**src/rtl/uart_pkg.sv**
```systemverilog
// Shared types and clocking constants for the UART transmit path.
// The default bit period is derived from the system clock and MIDI baud rate.
package uart_pkg;

  typedef enum logic [1:0] {
    IDLE      = 2'd0,
    START_BIT = 2'd1,
    DATA_BITS = 2'd2,
    STOP_BIT  = 2'd3
  } uart_tx_state_t;

  localparam int unsigned UART_CLK_HZ      = 100_000_000;
  localparam int unsigned UART_BAUD        = 31250;
  localparam int unsigned UART_CLK_PER_BIT = UART_CLK_HZ / UART_BAUD;

endpackage

```
**src/rtl/byte_fifo.sv**
```systemverilog
// Small first-word-fall-through FIFO: dout always shows the oldest entry while !empty.
// Writes when full and reads when empty are ignored.
module byte_fifo #(
  parameter int unsigned WIDTH = 8,
  parameter int unsigned DEPTH = 4
) (
  input  logic             clk_100mhz,
  input  logic             reset,
  input  logic             wr_en,
  input  logic [WIDTH-1:0] din,
  input  logic             rd_en,
  output logic [WIDTH-1:0] dout,
  output logic             empty,
  output logic             full
);

  localparam int unsigned PtrW = $clog2(DEPTH);
  localparam int unsigned CntW = PtrW + 1;

  logic [WIDTH-1:0] mem [DEPTH];
  logic [PtrW-1:0]  wr_ptr_q, rd_ptr_q;
  logic [CntW-1:0]  count_q;
  logic             push, pop;

  assign empty = (count_q == '0);
  assign full  = (count_q == CntW'(DEPTH));
  assign push  = wr_en && !full;
  assign pop   = rd_en && !empty;
  assign dout  = mem[rd_ptr_q];

  always_ff @(posedge clk_100mhz or posedge reset) begin
    if (reset) begin
      wr_ptr_q <= '0;
      rd_ptr_q <= '0;
      count_q  <= '0;
    end else begin
      if (push) wr_ptr_q <= wr_ptr_q + PtrW'(1);
      if (pop)  rd_ptr_q <= rd_ptr_q + PtrW'(1);
      unique case ({push, pop})
        2'b10:   count_q <= count_q + CntW'(1);
        2'b01:   count_q <= count_q - CntW'(1);
        default: count_q <= count_q;
      endcase
    end
  end

  // Storage needs no reset; contents are only visible through count_q.
  always_ff @(posedge clk_100mhz) begin
    if (push) mem[wr_ptr_q] <= din;
  end

endmodule

```
**src/rtl/uart_encoder.sv**
```systemverilog
// 8N1 UART transmitter fed by a byte FIFO; frames follow each other with no idle gap.
// UART_out is driven straight from a flop so the pin never glitches.
module uart_encoder
  import uart_pkg::*;
#(
  parameter int unsigned CLK_CYCLES_PER_UART_BIT = UART_CLK_PER_BIT,
  parameter int unsigned FIFO_DEPTH              = 4
) (
  input  logic       clk_100mhz,
  input  logic       reset,
  input  logic [7:0] val_in,
  input  logic       valid_in,
  output logic       ready_out,
  output logic       UART_out,
  output logic       busy
);

  localparam int unsigned CntW = $clog2(CLK_CYCLES_PER_UART_BIT);
  localparam logic [CntW-1:0] CntMax = CntW'(CLK_CYCLES_PER_UART_BIT - 1);

  uart_tx_state_t  state_q, state_d;
  logic [CntW-1:0] cnt_q, cnt_d;
  logic [2:0]      bit_idx_q, bit_idx_d;
  logic [7:0]      shift_q, shift_d;
  logic            uart_q, uart_d;

  logic       fifo_rd, fifo_empty, fifo_full;
  logic [7:0] fifo_dout;
  logic       bit_done;

  byte_fifo #(
    .WIDTH (8),
    .DEPTH (FIFO_DEPTH)
  ) u_fifo (
    .clk_100mhz (clk_100mhz),
    .reset      (reset),
    .wr_en      (valid_in),
    .din        (val_in),
    .rd_en      (fifo_rd),
    .dout       (fifo_dout),
    .empty      (fifo_empty),
    .full       (fifo_full)
  );

  assign bit_done  = (cnt_q == CntMax);
  assign ready_out = !fifo_full;
  assign busy      = (state_q != IDLE) || !fifo_empty;
  assign UART_out  = uart_q;

  always_comb begin
    state_d   = state_q;
    cnt_d     = cnt_q;
    bit_idx_d = bit_idx_q;
    shift_d   = shift_q;
    uart_d    = uart_q;
    fifo_rd   = 1'b0;
    unique case (state_q)
      IDLE: begin
        uart_d    = 1'b1;
        cnt_d     = '0;
        bit_idx_d = '0;
        if (!fifo_empty) begin
          fifo_rd = 1'b1;
          shift_d = fifo_dout;
          state_d = START_BIT;
          uart_d  = 1'b0;
        end
      end
      START_BIT: begin
        if (bit_done) begin
          cnt_d     = '0;
          bit_idx_d = '0;
          state_d   = DATA_BITS;
          uart_d    = shift_q[0];
        end else begin
          cnt_d = cnt_q + CntW'(1);
        end
      end
      DATA_BITS: begin
        if (bit_done) begin
          cnt_d = '0;
          if (bit_idx_q == 3'd7) begin
            state_d = STOP_BIT;
            uart_d  = 1'b1;
          end else begin
            bit_idx_d = bit_idx_q + 3'd1;
            shift_d   = {1'b0, shift_q[7:1]};
            uart_d    = shift_q[1];
          end
        end else begin
          cnt_d = cnt_q + CntW'(1);
        end
      end
      STOP_BIT: begin
        if (bit_done) begin
          cnt_d = '0;
          // Chain straight into the next start bit when more data is waiting.
          if (!fifo_empty) begin
            fifo_rd = 1'b1;
            shift_d = fifo_dout;
            state_d = START_BIT;
            uart_d  = 1'b0;
          end else begin
            state_d = IDLE;
            uart_d  = 1'b1;
          end
        end else begin
          cnt_d = cnt_q + CntW'(1);
        end
      end
      default: begin
        state_d = IDLE;
        uart_d  = 1'b1;
      end
    endcase
  end

  always_ff @(posedge clk_100mhz or posedge reset) begin
    if (reset) begin
      state_q   <= IDLE;
      cnt_q     <= '0;
      bit_idx_q <= '0;
      shift_q   <= '0;
      uart_q    <= 1'b1;
    end else begin
      state_q   <= state_d;
      cnt_q     <= cnt_d;
      bit_idx_q <= bit_idx_d;
      shift_q   <= shift_d;
      uart_q    <= uart_d;
    end
  end

endmodule

```
**config.mk**
```make
export PLATFORM = sky130hd
export DESIGN_NAME = uart_encoder
export DESIGN_NICKNAME = d
export VERILOG_FILES = /design/src/rtl/uart_pkg.sv /design/src/rtl/byte_fifo.sv /design/src/rtl/uart_encoder.sv
export SDC_FILE = /design/constraint.sdc
export NUM_CORES = 1
export LEC_CHECK = 0
export ABC_AREA = 1
export BUFFER_PORTS_ARGS = -buffer_cell sky130_fd_sc_hd__buf_2
export CAP_MARGIN = 40
export CORE_MARGIN = 3
export CORE_UTILIZATION = 60
export CTS_BUF_LIST = sky130_fd_sc_hd__clkbuf_8
export DETAILED_ROUTE_END_ITERATION = 8
export GPL_TIMING_DRIVEN = 0
export PLACE_DENSITY = 0.78
export SLEW_MARGIN = 25
export SYNTH_ARGS = -nofsm -noshare
export SYNTH_HDL_FRONTEND = slang
export SYNTH_SLANG_ARGS = --single-unit
```
**constraint.sdc**
```tcl
create_clock -name clk_100mhz -period 2.85 [get_ports clk_100mhz]
set_input_delay 0.57 -clock clk_100mhz [delete_from_list [all_inputs] [get_ports clk_100mhz]]
set_output_delay 0.57 -clock clk_100mhz [all_outputs]
set_load 0.1 [all_outputs]
```
==> results.toml, run 1 <==
[run_status]
status = "finished, final reports clean"

[placement]
dpl.hpwl_mm = 3.82
gp_congestion = 0.810
portBuffers = 13
post_dp_cell_area_mm2 = 0.00326
dp_cells = 409

[clock_tree]
h-tree-depth = 3
cts_buffers = 9
cts_root_buf = "clkbuf_8"
postCtsHoldBufs = 0
clock-sinks = 65
postCtsSetupBuffers = 0
clock_latency_ns = 0.34
clockBufferDepth = 2
cts.reportedPaths.clkPinSlew_ns = 0.07
cts_resized = 0
cts_tree = "done"

[sta]
setup_viol = 0
rsz0062_at_grt = "false"
worst_pin_slew_ns = 0.802
hold_viol = 0
fin_worst_skew_ns = 0.00716
post-route-period-util_pct = 86.2
slew_headroom_pct = 46.3
tns_ns = 0
whs_ns = 0.329
min_period_ns = 2.46
max_freq_ghz = 0.407
slew_violations = 0

[power]
pwr-share-comb_pct = 15.1
ir_drop_v = 0.000527
power.internal_mw = 1.62
pwr_density_cell_mw_per_mm2 = 661
pwr-share-clk_pct = 33.6
power.leakage_nw = 1.62
finalPower_mw = 2.29
pwr-share-seq_pct = 51.4
p_sw_share_pct = 29.1
p_sw_uw = 668

[final_layout]
final_nets = 379
fillers = 396
drive_gt1_share_pct = 15.0
regArea_mm2 = 0.00179
syn2layout_area_growth_pct = 11.3
multi_input_area_mm2 = 0.00116
antenna_cells = 0
fin_cells = 426
fin_area_mm2 = 0.00347

[global_routing]
grt_max_degree = 34
antenna_found_initial = 0
grt_overflow = 0
grt_pass1_wl_mm = 9.80
grt_usage_pct = 21.1
grt_pass1_vias = 2125

[critical_path]
cp-start-kind = "flip-flop"
cp_data_required_time_ns = 3.07
cp_max_fo = 5
path_class = "flip-flop to flip-flop"
endpoint_kind = "flip-flop"
reg2regPathDepth = 13
cp_data_arrival_time_ns = 2.67

[floorplan]
die_w_um = 78.0
pin_count = 14
die_area_mm2 = 0.00609
rows = 25
start_util_pct = 63.8
die_y_um = 78.0
fp.coreArea_mm2 = 0.00488

[logic_synthesis]
synth_most_common_cell = "nand2_1"
synth.distinct_cells = 31
synth_compound_gate_area_share_pct = 2.77
synth_adder_area_share_pct = 5.87
synth_edf_count = 32
syn_area_per_cell_um2 = 9.47
seq_area_frac_synth_pct = 57.4
synthSimpleGateAreaFrac_pct = 26.6
syn_area_mm2 = 0.00311
syn-num-nets = 354
synth_top_area_share_pct = 30.9
synthTopCellsByArea = "edfxtp_1 31%, dfrtp_1 26%, nand2_1 13%, ha_1 5.2%, nand3_1 5.0%"
ys_seq_elements = 65
synth.top_cells.by_count = "105 x nand2_1, 32 x dfrtp_1, 32 x edfxtp_1, 31 x inv_1, 31 x nand3_1"
syn_inst = 329
synth.mux.area_fraction_pct = 0
dominantRegCellSynth = "edfxtp_1"
synth_top_family_by_area = "simple AND/OR/NAND/NOR gates"
synth-xor-area-share_pct = 1.97
synth_area_leader_cell = "edfxtp_1"
yosysWarnings = 0
async_flop_share_pct = 50.8

[detailed_routing]
dr.pass1.iters = 4
via_per_inst = 5.13
ant_nets = 0
totalWireLength_mm = 5.71
drc = 0
drtIter0Drc = 132
wl_per_cell_um = 13.4
vias = 2187

[hold_path]
hp-class = "input pin to asynchronous set/reset pin"

[run]
maxCapViolCount = 0
-- worst max-delay path, stage by stage (launching register included) --
cell and delay [ns]:
dfrtp_1 0.43, ha_1 0.19, inv_1 0.10, a21oi_1 0.23, nand3_1 0.12, nand2_1 0.13, nand2_1 0.08, inv_1 0.07
ha_1 0.14, inv_1 0.06, fa_1 0.37, a21oi_1 0.14, o21ai_0 0.11, xor2_1 0.15
-- through the flow --
step	util (%)	setup slack, ns
final	71.1	0.394
after global routing	71.1	0.163
after CTS	70.9	0.430
after detailed placement	66.9	0.452
after global placement	66.9	0.452
after floorplan	-	0.180
-- power groups by stage --
stage          registers (mW)  clock network (mW)  logic (mW)
2_1_floorplan            1.18                   0       0.256
3_3_place_gp             1.19                   0       0.316
3_5_place_dp             1.20                   0       0.338
4_1_cts                  1.18               0.785       0.340
5_1_grt                  1.19               0.827       0.385
6_report                 1.18               0.769       0.345
-- cell families (layout without fill, tap and decap cells) --
kind of cell	count (synthesis)	in the layout
AO/OA/AOI/OAI	17	17
AND/OR/NAND/NOR	185	185
adder cells (fa/ha/maj)	14	14
XOR/XNOR	7	7
flip-flops	65	65
buffers and inverters	41	71
-- routing by layer --
layer	GRT usage, %	vias to the layer above	share of wire [%]
li1	-	1114	-
met1	26.5	1021	45
met2	34.9	41	49
met3	4.82	11	3.5
met4	9.62	0	2.3
met5	0	-	0
-- layout by cell type, fill, tap and decap left out, drive strengths merged, types with 2 or more instances in the layout --
cell type / n
dfrtp: 32
buf: 19
a21oi: 7
o21ai: 9
inv: 36
xor2: 5
clkinvlp: 4
edfxtp: 32
clkbuf: 9
xnor2: 2
nor3: 3
ha: 13
nand2: 112
nor2: 28
or2: 3
clkinv: 2
nand3: 33
nand4: 4
-- cell type report --
type                    count  area share [%]
flip-flops and latches     65            51.6
multi-input cells         223            33.4
inverters                  36            4.04
clock buffers               9            3.57
well taps                  67            2.42
clock inverters             7            2.09
repair buffers             14            2.09
plain buffers               5           0.794
-- path summary, 6_finish.rpt --
kind,from,to,slack [ns]
setup / recovery,state_q[0]$_DFFE_PP0P_,u_fifo.count_q[2]$_DFFE_PP0P_,0.39
hold / removal,reset,cnt_q[8]$_DFF_PP0_,0.33
setup reg to reg,state_q[0]$_DFFE_PP0P_,u_fifo.count_q[2]$_DFFE_PP0P_,0.39
max in group asynchronous,reset,u_fifo.rd_ptr_q[1]$_DFFE_PP0P_,2.08
min in group clk_100mhz,val_in[2],u_fifo.mem[2][2]$_DFFE_PP_,0.43
hold reg to reg,cnt_q[0]$_DFF_PP0_,cnt_q[0]$_DFF_PP0_,0.46
-- registers in the layout, summed over array words and instances, names as in the netlist --
| name | flops |
|---|---|
| u_fifo.wr_ptr_q | 2 |
| shift_q | 8 |
| cnt_q | 12 |
| u_fifo.count_q | 3 |
| UART_out | 1 |
| bit_idx_q | 3 |
| u_fifo.mem | 32 |
| state_q | 2 |
| u_fifo.rd_ptr_q | 2 |
Power figures use the tool's default switching activity.
==> run 2, diff against run 1 <==
- PLACE_DENSITY: 0.78 -> 0.86
- REMOVE_ABC_BUFFERS: not set -> 1
==> results.toml, run 2 (synthesis results as in run 1) <==
[power]
finalPower_mw = 2.24
ir_drop_v = 0.000506
power.leakage_nw = 1.60
pwr_density_cell_mw_per_mm2 = 656

[clock_tree]
clock_latency_ns = 0.34
postCtsSetupBuffers = 0
postCtsHoldBufs = 0
clock-sinks = 65
cts.reportedPaths.clkPinSlew_ns = 0.07
h-tree-depth = 3
cts_tree = "done"
cts_root_buf = "clkbuf_8"
clockBufferDepth = 2
cts_buffers = 9
cts_resized = 0

[critical_path]
slowest_delay_ns = 0.43
path_buf_inv = 3
critPathLaunch = "state_q[0]$_DFFE_PP0P_"
critPathTopFamily = "adder cells"
cp_data_required_time_ns = 3.07
cp_max_fo = 5
reg2reg_to = "u_fifo.count_q[2]$_DFFE_PP0P_"
path_class = "flip-flop to flip-flop"
cp-start-kind = "flip-flop"
critical_path.most_common_cell = "inv_1"
reg2regPathDepth = 13
rr_startpoint = "state_q[0]$_DFFE_PP0P_"
endpoint_kind = "flip-flop"
rrSetupSlack_ns = 0.35
worstPathCellList = "ha_1, inv_1, a21oi_1, nand3_1, nand2_1, nand2_1, inv_1, ha_1, inv_1, fa_1, a21oi_1, o21ai_0, xor2_1"
path_depth = 13
cp_data_arrival_time_ns = 2.73
cp-endpoint = "u_fifo.count_q[2]$_DFFE_PP0P_"
crit_path_top_delay_cell = "dfrtp_1"

[sta]
worst_pin_slew_ns = 0.796
slew_headroom_pct = 46.8
setup_viol = 0
post-route-period-util_pct = 87.8
rsz0062_at_grt = "false"
slew_violations = 0
min_period_ns = 2.50
max_freq_ghz = 0.400
tns_ns = 0
fin_worst_skew_ns = 0.00861
hold_viol = 0

[final_layout]
reg_top3 = "u_fifo.mem: 32 flops, cnt_q: 12 flops, shift_q: 8 flops"
largest-register = "u_fifo.mem"
antenna_cells = 0
final_nets = 373
syn2layout_area_growth_pct = 9.84
drive_gt1_share_pct = 13.6
final_common_cell = "nand2_1"
final_cell_mix = "105 x nand2_1, 32 x dfrtp_1, 32 x edfxtp_1"
largest_reg_flops = 32

[placement]
dpl.hpwl_mm = 3.72
gp_congestion = 0.825
portBuffers = 13

[detailed_routing]
vias = 2202
totalWireLength_mm = 5.53
via_per_inst = 5.24
drtIter0Drc = 142
drc = 0
ant_nets = 0
wl_per_cell_um = 13.2
dr.pass1.iters = 5

[global_routing]
grt_max_degree = 34
antenna_found_initial = 0
grt_overflow = 0
grt_pass1_vias = 2175
grt_pass1_wl_mm = 9.60
grt_usage_pct = 20.9

[floorplan]
die_area_mm2 = 0.00609
fp.coreArea_mm2 = 0.00488
die_y_um = 78.0
die_w_um = 78.0
pin_count = 14
start_util_pct = 63.8
rows = 25

[run_status]
status = "finished, final reports clean"

[run]
maxCapViolCount = 0

[hold_path]
hp-class = "input pin to asynchronous set/reset pin"
[run 2: changes by cell type in the layout (fill, tap and decap cells not counted)]
cell        delta
clkinv_4       -1
clkinvlp_4     -3
clkinv_2       +4
buf_2          -4
buf_4          -2
clkinv_1       +1
inv_1          -1
[run 2: report_power, final]
part           leakage (nW)  internal (mW)  switching (mW)
clock network        0.0962          0.394           0.343
logic                 0.804         0.0919           0.234
registers             0.700           1.12          0.0546
[run 2: cell type report]
type                    count  area (um2)
clock inverters             7        61.3
well taps                  67        83.8
clock buffers               9         124
multi-input cells         223        1160
flip-flops and latches     65        1790
inverters                  36         140
repair buffers             13        65.1
fillers                   384        1460
[run 2: through the flow]
stage / std cells / hold WS (ns) / cell area, um2 / setup slack (ns) / util (%)
final: 420 / 0.326 / 3420 / 0.347 / 70.1
after global routing: 420 / 0.372 / 3420 / 0.133 / 70.1
after CTS: 420 / 0.345 / 3420 / 0.371 / 70.1
after detailed placement: 404 / 0.456 / 3240 / 0.384 / 66.3
after global placement: 404 / 0.442 / 3240 / 0.480 / 66.3
after floorplan: 324 / 0.424 / 3090 / 0.180 / -
[run 2: routing by layer]
layer	wire [um]	vias to the layer above	part of all wire, %	global-route usage, %
li1	-	1101	-	-
met1	2410	1022	44	25.4
met2	2740	64	50	34.8
met4	141	0	2.6	11.2
met5	0	-	0	0
met3	237	15	4.3	4.47
[run 2: worst reg2reg max path, cell delays in order, from the launching register on]
cell     delay [ns]
dfrtp_1        0.43
ha_1           0.21
inv_1          0.10
a21oi_1        0.23
nand3_1        0.13
nand2_1        0.13
nand2_1        0.08
inv_1          0.06
ha_1           0.13
inv_1          0.07
fa_1           0.38
a21oi_1        0.16
o21ai_0        0.12
xor2_1         0.15
[run 2: worst min-delay path by stage]
stage,endpoint,cells after the start,slack [ns]
6_report,cnt_q[6]$_DFF_PP0_,2,0.33
5_1_grt,cnt_q[5]$_DFF_PP0_,2,0.37
4_1_cts,state_q[1]$_DFFE_PP0P_,2,0.34
3_5_place_dp,cnt_q[0]$_DFF_PP0_,1,0.46
3_3_place_gp,cnt_q[0]$_DFF_PP0_,1,0.44
2_1_floorplan,cnt_q[0]$_DFF_PP0_,1,0.42
==> run 3, diff against run 2 <==
- BUFFER_PORTS_ARGS: -buffer_cell sky130_fd_sc_hd__buf_2 -> not set
- CORE_MARGIN: 3 -> 5
- DONT_BUFFER_PORTS: not set -> 1
- PLACE_DENSITY: 0.86 -> 0.84
==> results.toml, run 3 (synthesis results as in run 1) <==
[critical_path]
endpoint_kind = "flip-flop"
rrSetupSlack_ns = 0.26
path_class = "flip-flop to flip-flop"
cp_max_fo = 5
rr_startpoint = "state_q[0]$_DFFE_PP0P_"
cp_data_required_time_ns = 3.06
reg2regPathDepth = 13
cp-start-kind = "flip-flop"
cp_data_arrival_time_ns = 2.80
reg2reg_to = "u_fifo.count_q[2]$_DFFE_PP0P_"

[clock_tree]
cts.reportedPaths.clkPinSlew_ns = 0.08
clock-sinks = 65
cts_buffers = 9
cts_root_buf = "clkbuf_8"
cts_tree = "done"
h-tree-depth = 3
clock_latency_ns = 0.33
clockBufferDepth = 2
postCtsSetupBuffers = 0
postCtsHoldBufs = 0
cts_resized = 0

[detailed_routing]
wl_met1_mm = 2.31
totalWireLength_mm = 5.44
via_per_inst = 5.22
vias = 2152
dr.pass1.iters = 4
dr_wl_met3_um = 267
ant_nets = 0
drc = 0
top_layer_used = "met4"
wl_per_cell_um = 13.2
wl_met2_mm = 2.80
drtIter0Drc = 137

[final_layout]
syn2layout_area_growth_pct = 10.1
final_nets = 362
fin_cells = 412
reg_top3 = "u_fifo.mem: 32 flops, cnt_q: 12 flops, shift_q: 8 flops"
antenna_cells = 0
final_common_cell = "nand2_1"
largest-register = "u_fifo.mem"
final_cell_mix = "105 x nand2_1, 32 x dfrtp_1, 32 x edfxtp_1"
largest_reg_flops = 32
drive_gt1_share_pct = 11.1

[floorplan]
die_w_um = 82.0
fp.coreArea_mm2 = 0.00507
rows = 26
die_area_mm2 = 0.00673
die_y_um = 82.0
start_util_pct = 61.4
pin_count = 14

[power]
power.leakage_nw = 1.58
power.internal_mw = 1.73
pwr_density_cell_mw_per_mm2 = 696
p_sw_share_pct = 27.7
pwr-share-clk_pct = 36.5
pwr-share-comb_pct = 14.3
finalPower_mw = 2.39
ir_drop_v = 0.000714
p_sw_uw = 661
pwr-share-seq_pct = 49.2

[sta]
post-route-period-util_pct = 90.7
hold_viol = 0
min_period_ns = 2.59
rsz0062_at_grt = "false"
worst_pin_slew_ns = 0.766
tns_ns = 0
max_freq_ghz = 0.387
slew_violations = 0
slew_headroom_pct = 48.8
fin_worst_skew_ns = 0.0129
setup_viol = 0

[placement]
gp_congestion = 0.820
dp_cells = 396
portBuffers = 0
dpl.hpwl_mm = 3.70

[run_status]
status = "finished, final reports clean"

[global_routing]
antenna_found_initial = 0
grt_usage_pct = 19.0
grt_pass1_wl_mm = 9.40
grt_max_degree = 34
grt_pass1_vias = 2057
grt_overflow = 0

[hold_path]
hp-class = "input pin to asynchronous set/reset pin"

[run]
maxCapViolCount = 0
## run 3: changes by cell type in the layout (fill, tap and decap cells not counted)
cell        delta
bufinv_16      +1
clkinvlp_4     -1
clkinv_2       -3
clkinv_1       -1
buf_2         -13
buf_8          +2
clkinv_4       +2
inv_6          +2
## run 3: power groups by stage
stage / Sequential (mW) / Combinational, mW / Clock (mW)
after floorplan: 1.18 / 0.256 / 0
after global placement: 1.19 / 0.306 / 0
after detailed placement: 1.19 / 0.341 / 0
after CTS: 1.17 / 0.348 / 0.882
after global routing: 1.19 / 0.384 / 0.942
final: 1.17 / 0.342 / 0.872
## run 3: worst max-delay path by stage
stage / cells past startpoint / endpoint / startpoint / slack [ns]
final: 13 / u_fifo.count_q[2]$_DFFE_PP0P_ / state_q[0]$_DFFE_PP0P_ / 0.26
after CTS: 13 / u_fifo.count_q[2]$_DFFE_PP0P_ / state_q[0]$_DFFE_PP0P_ / 0.28
after floorplan: 9 / u_fifo.count_q[2]$_DFFE_PP0P_ / u_fifo.count_q[0]$_DFFE_PP0P_ / 0.18
after global routing: 13 / u_fifo.count_q[2]$_DFFE_PP0P_ / state_q[0]$_DFFE_PP0P_ / 0.07
after global placement: 9 / u_fifo.count_q[2]$_DFFE_PP0P_ / u_fifo.count_q[0]$_DFFE_PP0P_ / 0.02
after detailed placement: 13 / u_fifo.count_q[2]$_DFFE_PP0P_ / state_q[0]$_DFFE_PP0P_ / 0.33
## run 3: area by class of cell
| class | count | area, um2 |
|---|---|---|
| sequential | 65 | 1790 |
| fill | 390 | 1650 |
| clock buffer | 9 | 124 |
| clock inverter | 7 | 100 |
| tap | 70 | 87.6 |
| multi-input combinational | 223 | 1160 |
| timing repair buffer | 2 | 30.0 |
| inverter | 36 | 140 |
## run 3: per-stage QoR
step	worst slack [ns]	util [%]	hold WS [ns]	cell area, um2
6_report	0.264	67.6	0.221	3430
5_1_grt	0.0750	67.6	0.256	3430
4_1_cts	0.276	67.6	0.232	3430
3_5_place_dp	0.326	63.1	0.467	3200
3_3_place_gp	0.0222	62.5	0.445	3170
2_1_floorplan	0.180	-	0.424	3090
## run 3: metal layers
metal  vias to the layer above  track usage [%]
met5                         -                0
met4                         0             9.14
met3                         6             6.03
met2                        52             31.8
met1                      1014             22.0
li1                       1080                -
## run 3: critical path, stage by stage, from the launching register on
cell	delay (ns)
dfrtp_1	0.43
ha_1	0.19
inv_1	0.10
a21oi_1	0.22
nand3_1	0.14
nand2_1	0.14
nand2_1	0.09
inv_1	0.08
ha_1	0.14
inv_1	0.07
fa_1	0.39
a21oi_1	0.18
o21ai_0	0.14
xor2_1	0.16
